===== src/rtl/sequenciador_programa.sv =====
// Program sequencer: holds a loadable program memory and feeds DIN/Run of processador_multiciclo.
// Optional Done watchdog (Erro flag) is compiled in when SEQ_WATCHDOG_EN is defined.
module sequenciador_programa #(
    parameter int ADDR_W = 4,
    parameter int DATA_W = 16
) (
    input  logic              Clock,
    input  logic              Resetn,
    input  logic              Start,
    input  logic              Done,
    input  logic              Load_en,
    input  logic [ADDR_W-1:0] Load_addr,
    input  logic [DATA_W-1:0] Load_data,
    output logic [DATA_W-1:0] DIN,
    output logic              Run,
    output logic [ADDR_W-1:0] PC,
    output logic              Busy,
    output logic              Halted,
    output logic              Erro
);
    localparam int         DEPTH   = 1 << ADDR_W;
    localparam logic [2:0] OP_MVI  = 3'b001;
    localparam logic [2:0] OP_HALT = 3'b111;

    typedef enum logic [2:0] {OCIOSO, EMITE, IMEDIATO, ESPERA, PARADO} estado_t;

    estado_t           estado_q, estado_d;
    logic [ADDR_W-1:0] pc_q, pc_d;
    logic [DATA_W-1:0] din_q, din_d;
    logic              run_q, run_d;
    logic              mvi_q, mvi_d;
    logic [DATA_W-1:0] mem [DEPTH];

    logic              idle, load_ok, start_ok, issue;
    logic [ADDR_W:0]   next_wide;
    logic [ADDR_W-1:0] fetch_addr;
    logic [DATA_W-1:0] fetch_word, imm_word;
    logic              fetch_mvi, fetch_halt;

`ifdef SEQ_WATCHDOG_EN
    logic [3:0] wd_q, wd_d;
    logic       erro_q, erro_d;
`endif

    assign idle     = (estado_q == OCIOSO) || (estado_q == PARADO);
    assign load_ok  = idle && Load_en;
    assign start_ok = idle && Start;

    // One extra bit so the end of memory is detected instead of wrapping
    assign next_wide  = {1'b0, pc_q} + (mvi_q ? (ADDR_W+1)'(2) : (ADDR_W+1)'(1));
    assign fetch_addr = idle ? '0 : next_wide[ADDR_W-1:0];

    // Forward a same-cycle load so Start issues the freshly written word
    assign fetch_word = (load_ok && (Load_addr == fetch_addr)) ? Load_data : mem[fetch_addr];
    assign imm_word   = mem[pc_q + ADDR_W'(1)];
    assign fetch_mvi  = (fetch_word[8:6] == OP_MVI);
    assign fetch_halt = (fetch_word[8:6] == OP_HALT) || (fetch_mvi && (fetch_addr == '1));

    always_ff @(posedge Clock) begin
        if (load_ok) begin
            mem[Load_addr] <= Load_data;
        end
    end

    always_comb begin
        estado_d = estado_q;
        pc_d     = pc_q;
        din_d    = din_q;
        run_d    = 1'b0;
        mvi_d    = mvi_q;
        issue    = 1'b0;
`ifdef SEQ_WATCHDOG_EN
        wd_d     = wd_q;
        erro_d   = erro_q;
`endif
        case (estado_q)
            OCIOSO, PARADO: begin
                if (start_ok) begin
                    pc_d  = '0;
                    issue = 1'b1;
`ifdef SEQ_WATCHDOG_EN
                    erro_d = 1'b0;
`endif
                end
            end
            EMITE: begin
                if (mvi_q) begin
                    din_d    = imm_word;
                    estado_d = IMEDIATO;
                end else begin
                    estado_d = ESPERA;
                end
`ifdef SEQ_WATCHDOG_EN
                wd_d = '0;
`endif
            end
            IMEDIATO, ESPERA: begin
                if (Done) begin
                    if (next_wide[ADDR_W]) begin
                        estado_d = PARADO;
                    end else begin
                        pc_d  = next_wide[ADDR_W-1:0];
                        issue = 1'b1;
                    end
                end else begin
                    estado_d = ESPERA;
`ifdef SEQ_WATCHDOG_EN
                    wd_d = wd_q + 4'd1;
                    if (wd_q == 4'd14) begin
                        erro_d   = 1'b1;
                        estado_d = PARADO;
                    end
`endif
                end
            end
            default: estado_d = OCIOSO;
        endcase

        // Fetch decision is made on the edge that enters EMITE so Run is registered
        if (issue) begin
            mvi_d = fetch_mvi;
            if (fetch_halt) begin
                estado_d = PARADO;
            end else begin
                din_d    = fetch_word;
                run_d    = 1'b1;
                estado_d = EMITE;
            end
        end
    end

    always_ff @(posedge Clock or negedge Resetn) begin
        if (!Resetn) begin
            estado_q <= OCIOSO;
            pc_q     <= '0;
            din_q    <= '0;
            run_q    <= 1'b0;
            mvi_q    <= 1'b0;
`ifdef SEQ_WATCHDOG_EN
            wd_q     <= '0;
            erro_q   <= 1'b0;
`endif
        end else begin
            estado_q <= estado_d;
            pc_q     <= pc_d;
            din_q    <= din_d;
            run_q    <= run_d;
            mvi_q    <= mvi_d;
`ifdef SEQ_WATCHDOG_EN
            wd_q     <= wd_d;
            erro_q   <= erro_d;
`endif
        end
    end

    assign DIN    = din_q;
    assign Run    = run_q;
    assign PC     = pc_q;
    assign Busy   = (estado_q == EMITE) || (estado_q == IMEDIATO) || (estado_q == ESPERA);
    assign Halted = (estado_q == PARADO);
`ifdef SEQ_WATCHDOG_EN
    assign Erro   = erro_q;
`else
    assign Erro   = 1'b0;
`endif

endmodule


===== config.mk =====
export PLATFORM = sky130hd
export DESIGN_NAME = sequenciador_programa
export DESIGN_NICKNAME = d
export VERILOG_FILES = /design/src/rtl/sequenciador_programa.sv
export SDC_FILE = /design/constraint.sdc
export NUM_CORES = 1
export LEC_CHECK = 0
export ABC_AREA = 1
export BUFFER_PORTS_ARGS = -buffer_cell sky130_fd_sc_hd__buf_2
export CAP_MARGIN = 20
export CORE_ASPECT_RATIO = 2
export CORE_MARGIN = 5
export CORE_UTILIZATION = 35
export CTS_BUF_LIST = sky130_fd_sc_hd__clkbuf_4 sky130_fd_sc_hd__clkbuf_8
export CTS_CLUSTER_SIZE = 28
export DETAILED_ROUTE_END_ITERATION = 6
export MAX_ROUTING_LAYER = met4
export SKIP_LAST_GASP = 1
export SLEW_MARGIN = 20
export SYNTH_ARGS = -nofsm -noshare
export SYNTH_HDL_FRONTEND = slang
export SYNTH_SLANG_ARGS = --single-unit

===== constraint.sdc =====
create_clock -name Clock -period 2.7 [get_ports Clock]
set_input_delay 0.135 -clock Clock [delete_from_list [all_inputs] [get_ports Clock]]
set_output_delay 0.135 -clock Clock [all_outputs]
set_load 0.05 [all_outputs]

==> results of run 1 <==
==> cells by family after synthesis <==
family | synth area share
adders and majority gates | 0.004080
DFF | 0.5892
buffers and inverters | 0.05951
and+or+nand+nor | 0.1697
other | 0.0002658
AOI/OAI and AO/OA | 0.1736
muxes | 0.002394
xor gates and xnor gates | 0.001242
==> cell usage in the layout (no fill, tap or decap), drive strengths merged <==
cell	n
inv	100
clkinv	18
dlygate4sd3	19
fa	1
o211ai	34
or2	1
buf	165
a21oi	88
dfrtp	25
ha	3
nand4	2
edfxtp	256
xor2	1
o22ai	51
a31oi	5
nand3	152
conb	1
nand2	259
clkinvlp	2
xnor2	1
o31ai	1
o21ai	264
o221ai	8
mux2	3
bufinv	2
diode	1
nor4	1
clkbuf	51
nor2	140
bufbuf	1
==> flip-flops by register name (all words and copies together), names as in the netlist <==
name and cells:
PC 4, mvi_q 1, DIN 16, Run 1, mem 256, estado_q 3
==> power by group through the flow <==
stage	clock network [mW]	logic, mW	registers, mW
after CTS	3.57	12.7	5.27
after floorplan	0	6.98	5.70
after global routing	3.73	13.8	5.29
after global placement	0	11.9	5.36
final	3.51	12.9	5.27
after detailed placement	0	12.0	5.36
==> area by class of cell <==
| type | count | area, µm² | area share |
|---|---|---|---|
| Tap cell | 530 | 663.1 | 0.03907 |
| Inverter | 101 | 394.1 | 0.02322 |
| Clock inverter | 21 | 160.2 | 0.009435 |
| Antenna cell | 1 | 2.502 | 0.0001474 |
| Clock buffer | 51 | 651.9 | 0.03840 |
| Timing Repair Buffer | 185 | 1674 | 0.09862 |
| Multi-Input combinational cell | 1016 | 5112 | 0.3012 |
| Sequential cell | 281 | 8317 | 0.4899 |
==> Yosys cell counts, drive strengths merged <==
master | n | share of area
a21oi | 88 | 0.031
a31oi | 5 | 0.0022
buf | 41 | 0.015
clkbuf | 65 | 0.017
clkinv | 2 | 0.00053
conb | 1 | 0.00027
dfrtp | 25 | 0.044
edfxtp | 256 | 0.54
fa | 1 | 0.0014
ha | 3 | 0.0027
inv | 99 | 0.027
mux2 | 3 | 0.0024
nand2 | 259 | 0.072
nand3 | 152 | 0.054
nand4 | 2 | 0.0020
nor2 | 140 | 0.041
nor4 | 1 | 0.00089
o211ai | 34 | 0.018
o21ai | 264 | 0.094
o221ai | 8 | 0.0050
o22ai | 51 | 0.023
o31ai | 1 | 0.00053
or2 | 1 | 0.00044
xnor2 | 1 | 0.00062
xor2 | 1 | 0.00062
==> final timing paths <==
path / from / to / slack [ps] / cells after the start
worst max-delay path: PC[0]$_DFFE_PN0P_ / DIN[13]$_DFF_PN0_ / -40 / 14
worst min-delay path: Resetn / PC[0]$_DFFE_PN0P_ / 140 / 2
worst max register to register: PC[0]$_DFFE_PN0P_ / DIN[13]$_DFF_PN0_ / -40 / 14
worst min register to register: estado_q[2]$_DFFE_PN0P_ / estado_q[2]$_DFFE_PN0P_ / 600 / 2
max in group asynchronous: Resetn / PC[0]$_DFFE_PN0P_ / 2080 / 2
min in group Clock: Load_addr[0] / mem[0][6]$_DFFE_PP_ / 210 / 4
==> stage by stage <==
stage               utilization  TNS [ps]  std cells  hold slack [ps]
global route             0.4235     -2671       2186            202.9
CTS                      0.4229    -53.79       2184            141.3
floorplan                     -         0       1504           -160.6
detailed placement       0.3920    -641.3       2079            195.2
finish                   0.4235    -420.4       2186            144.3
global placement         0.3920    -144.5       2079            186.9
==> metal layers <==
metal	wire (µm)	up-vias
li1	-	5586
met1	17520	5995
met2	26370	637
met3	3245	216
met4	4770	0
met5	0	-
==> timing repair <==
| item | 4_1_cts | 5_1_grt |
|---|---|---|
| setup endpoints to repair | 19 | 20 |
| pin swaps | 9 | 4 |
| hold endpoints to repair | 278 | 0 |
| gates resized for setup | 20 | 6 |
| hold buffers | 19 | 0 |
| buffers inserted | 12 | 1 |
| gates cloned | 2 | 0 |
==> results.sh, run 1 <==
export IMPL_outcome="finished with violations"
export IMPL_violations="DRC, setup timing"
export IMPL_root_buffer="clkbuf_8"
export IMPL_fmax_ghz=0.3655
export IMPL_pre_cts_ws_ps=-121.1
export IMPL_drc=1
export IMPL_drv_slew=0
export IMPL_hold_viol_final=0
export IMPL_grt_met2_usage=0.4015
export IMPL_grt_pass1_wl_mm=76.52
export IMPL_critPathMaxStageDelay_ps=600
export IMPL_seq_area_frac_synth=0.5892
export IMPL_power_density_nw_per_um2=1279
export IMPL_cts_tree="built"
export IMPL_critPathLaunchType="flip-flop"
export IMPL_cpMaxStageDelayCell="fa_2"
export IMPL_use_met1=0.2396
export IMPL_start_util=0.3520
export IMPL_firstDrtPassIters=7
export IMPL_overflow=0
export IMPL_yosysUniqueCellTypes=38
export IMPL_pwr_share_seq=0.243
export IMPL_die_y_um=293.9
export IMPL_finalPower_mw=21.72
export IMPL_drive_gt1_frac=0.1770
export IMPL_gr_usage_all_layers=0.2330
export IMPL_ys_warn_count=0
export IMPL_htree_num_levels=2
export IMPL_critPathMaxFanout=9
export IMPL_synthToLayoutAreaGrowth_pct=20.32
export IMPL_num_vias=12434
export IMPL_p_switching_mw=10.49
export IMPL_final_period_minus_worst_setup_slack_ps=2736
export IMPL_rsz0062_at_grt="true"
export IMPL_grt_pass1_vias=12460
export IMPL_syn_inst=1504
export IMPL_setup_viol=17
export IMPL_vias_per_cell=5.688
export IMPL_io_pins=49
export IMPL_dpl_hpwl_mm=33.96
export IMPL_busiest_layer="met2"
export IMPL_grtUsageMet3=0.02620
export IMPL_grt_max_degree=79
export IMPL_worstSetupPathType="flip-flop to flip-flop"
export IMPL_irDropWorstVdd_mv=0.9021
export IMPL_fin_area_um2=16980
export IMPL_worstPathArrival_ps=3180
export IMPL_nFillCells=3904
export IMPL_crit_buf_inv=3
export IMPL_worst_pin_slew_ps=806.3
export IMPL_port_buffer_count=47
export IMPL_syn_area_um2=14110
export IMPL_syn_area_per_cell_um2=9.381
export IMPL_fin_worst_skew_ps=18.69
export IMPL_cts_sinks=281
export IMPL_cellLeakagePower_nw=6.388
export IMPL_cp_end_kind="flip-flop"
export IMPL_antenna_found_initial=1
export IMPL_sw_frac_of_total=0.4828
export IMPL_intPower_mw=11.23
export IMPL_place_congestion=0.9868
export IMPL_finalWirelength_mm=51.90
export IMPL_die_area_um2=44670
export IMPL_dpl_cell_area_um2=15710
export IMPL_first_iter_violations=894
export IMPL_ys_seq_elements=281
export IMPL_cts_buffers_inserted=40
export IMPL_clock_latency_ps=560
export IMPL_layout_setup_ws_ps=-36.12
export IMPL_drt_antenna_violating_nets=0
export IMPL_p_comb_frac=0.596
export IMPL_critPathMostFrequentCell="nand3_1"
export IMPL_num_rows=104
export IMPL_wl_per_cell_um=23.74
export IMPL_relSlewSlack=0.4605
export IMPL_timing_critical_path_max_delay_family="simple AND/OR/NAND/NOR gates"
export IMPL_core_um2=40080
export IMPL_fin_crit_sh=1.013
export IMPL_max_cap_violations=0
export IMPL_crit_chain="ha_4 -> fa_2 -> nand2_8 -> buf_6 -> nand3_1 -> nand3_1 -> nand3_1 -> nand3_1 -> nand2_2 -> nand4_4 -> buf_4 -> buf_16 -> nand3_1 -> nand2_1"
export IMPL_hold_path_class="input port to asynchronous set/reset pin"
export IMPL_layout_nets=1654
export IMPL_clkPwrFrac=0.162
export IMPL_die_w_um=152.0
export IMPL_crit_required_ps=3140
export IMPL_clk_pin_slew_ps=80
export IMPL_cts_buffer_depth=3
export IMPL_synth_nets=1533
Power figures use the tool's default switching activity.
==> inputs of run 2 (changes only) <==
--- a/config.mk
+++ b/config.mk
@@ -16,2 +16,3 @@
 export DETAILED_ROUTE_END_ITERATION = 6
+export GPL_ROUTABILITY_DRIVEN = 1
 export MAX_ROUTING_LAYER = met4
==> constraint.sdc (replaced) <==
create_clock -name Clock -period 2.7 [get_ports Clock]
set_input_delay 0.81 -clock Clock [delete_from_list [all_inputs] [get_ports Clock]]
set_output_delay 0.81 -clock Clock [all_outputs]
set_load 0.05 [all_outputs]
==> run 2 against run 1 <==
Compared with the run above: the flow still finishes with violations (DRC, setup timing); final cell count is 0.73% lower; setup slack better by 11 ps; clock-buffer cell count increased by 6; utilization grew 0.33 points; combinational power is 6% higher; non-clock buffer count shrank 18; critical path depth grew 2; clock power down 1%; hold slack gained 120 ps; wire length is 1.3% higher; via count rose by 1.1%; first-iteration DRC count is 34% higher.
==> results.sh, run 2 (same netlist as run 1, synthesis figures left out) <==
export IMPL_relSlewSlack=0.5773
export IMPL_clk_pin_slew_ps=70
export IMPL_drc=1
export IMPL_max_cap_violations=0
export IMPL_num_vias=12572
export IMPL_cts_buffer_depth=3
export IMPL_worstPathArrival_ps=3170
export IMPL_io_pins=49
export IMPL_place_congestion=0.9350
export IMPL_firstDrtPassIters=7
export IMPL_drive_gt1_frac=0.2026
export IMPL_final_common_cell="o21ai_0"
export IMPL_critPathMaxFanout=8
export IMPL_synthToLayoutAreaGrowth_pct=21.25
export IMPL_layout_common_cells="258 x o21ai_0, 256 x edfxtp_1, 242 x nand2_1, 122 x nand3_1, 116 x nor2_1"
export IMPL_largest_register="mem"
export IMPL_nFillCells=3905
export IMPL_dpl_hpwl_mm=33.91
export IMPL_cts_sinks=281
export IMPL_gr_usage_all_layers=0.2313
export IMPL_violations="DRC, setup timing"
export IMPL_cpMaxStageDelayCell="dfrtp_4"
export IMPL_final_period_minus_worst_setup_slack_ps=2725
export IMPL_critPathLaunchType="flip-flop"
export IMPL_outcome="finished with violations"
export IMPL_grt_max_degree=63
export IMPL_die_area_um2=44670
export IMPL_cts_tree="built"
export IMPL_crit_chain="ha_4 -> fa_2 -> buf_12 -> nand2_8 -> clkinv_8 -> nand3_1 -> nand3_1 -> nand3_2 -> nand3_2 -> nand2_4 -> nand3_2 -> nand2_2 -> clkinv_4 -> clkbuf_16 -> nand3_2 -> nand2_1"
export IMPL_layout_nets=1639
export IMPL_grt_pass1_wl_mm=76.36
export IMPL_setup_viol=7
export IMPL_htree_num_levels=2
export IMPL_fin_area_um2=17110
export IMPL_cts_hold_buf=0
export IMPL_cp_end_kind="flip-flop"
export IMPL_overflow=0
export IMPL_cellLeakagePower_nw=6.421
export IMPL_hold_path_class="input port to asynchronous set/reset pin"
export IMPL_clock_latency_ps=560
export IMPL_finalPower_mw=22.48
export IMPL_root_buffer="clkbuf_8"
export IMPL_die_w_um=152.0
export IMPL_drt_antenna_violating_nets=0
export IMPL_crit_required_ps=3150
export IMPL_holdWs_ps=264.6
export IMPL_first_iter_violations=1201
export IMPL_worst_pin_slew_ps=634.1
export IMPL_r2r_start="PC[0]$_DFFE_PN0P_"
export IMPL_fin_worst_skew_ps=20.91
export IMPL_die_y_um=293.9
export IMPL_pre_cts_ws_ps=-57.81
export IMPL_power_density_nw_per_um2=1314
export IMPL_fin_crit_sh=1.009
export IMPL_grt_pass1_vias=12572
export IMPL_largest_register_ffs=256
export IMPL_dpl_cell_area_um2=15690
export IMPL_finalWirelength_mm=52.58
export IMPL_num_rows=104
export IMPL_drv_slew=0
export IMPL_crit_path_start="PC[0]$_DFFE_PN0P_"
export IMPL_rsz0062_at_grt="true"
export IMPL_post_route_util=0.4268
export IMPL_antenna_found_initial=2
export IMPL_worstSetupPathType="flip-flop to flip-flop"
export IMPL_start_util=0.3520
export IMPL_vias_per_cell=5.794
export IMPL_cts_buffers_inserted=39
export IMPL_hold_viol_final=0
export IMPL_fmax_ghz=0.3670
export IMPL_critPathMaxStageDelay_ps=490
export IMPL_core_um2=40080
export IMPL_layout_setup_ws_ps=-25.04
export IMPL_critPathMostFrequentCell="nand3_2"
export IMPL_wl_per_cell_um=24.23
export IMPL_port_buffer_count=47
export IMPL_irDropWorstVdd_mv=0.7543
run 2: cell types whose count changed in the layout (fill, tap and decap cells not counted), moves of 3 or more:
cell           delta
clkbuf_4          +6
dlygate4sd3_1    -19
buf_4             -3
nand2_1           -6
clkinv_2          -4
nand2_4           +4
nand2_2           +3
nand3_2          +25
buf_16            +3
nand3_1          -26
run 2: metrics by stage:
stage | std cells | TNS [ps]
detailed placement | 2080 | -632.7
CTS | 2160 | -19.42
global route | 2170 | -1924
global placement | 2080 | -14.59
finish | 2170 | -78.04
floorplan | 1504 | 0
run 2: worst paths after layout:
check	end	slack, ps	cells after the start
max	DIN[9]$_DFF_PN0_	-30	16
max reg2reg	DIN[9]$_DFF_PN0_	-30	16
min	PC[1]$_DFFE_PN0P_	260	1
max in group asynchronous	PC[0]$_DFFE_PN0P_	1960	1
min reg2reg	estado_q[2]$_DFFE_PN0P_	590	2
min in group Clock	estado_q[1]$_DFFE_PN0P_	490	2
run 2: worst max-delay path: cells and delay by family, from the launching register on:
| kind | cells | cell delay [ps] |
|---|---|---|
| adder cells (fa/ha/maj) | 2 | 600 |
| buffers and inverters | 4 | 570 |
| flip-flops | 1 | 490 |
| AND/OR/NAND/NOR | 10 | 930 |
run 2: area by class of cell:
| cell class | count | area (µm²) | area share |
|---|---|---|---|
| clock inverter | 13 | 107.6 | 0.006290 |
| inverter | 101 | 404.1 | 0.02362 |
| sequential | 281 | 8319 | 0.4863 |
| tap | 530 | 663.1 | 0.03877 |
| timing repair buffer | 167 | 1554 | 0.09084 |
| antenna | 1 | 2.502 | 0.0001463 |
| multi-input combinational | 1020 | 5359 | 0.3133 |
| clock buffer | 57 | 696.9 | 0.04074 |
run 2: power breakdown:
group          internal (mW)  switching, mW  total (mW)
Combinational           4.74           8.98        13.7
Sequential              5.01          0.279        5.29
Clock                   1.85           1.63        3.47
Total                   11.6           10.9        22.5
run 2: layer usage:
layer | global-route usage | vias to the layer above | wire length (µm)
met1 | 0.2368 | 6065 | 17420
met2 | 0.3990 | 695 | 26860
li1 | - | 5563 | -
met5 | - | - | 0
met4 | 0.1861 | 0 | 4756
met3 | 0.02590 | 249 | 3545
run 2: timing repair:
item,CTS,global route
setup endpoints to repair,17,19
cloned,4,4
pin swaps,2,23
setup buffers,6,5
resized for setup,10,68
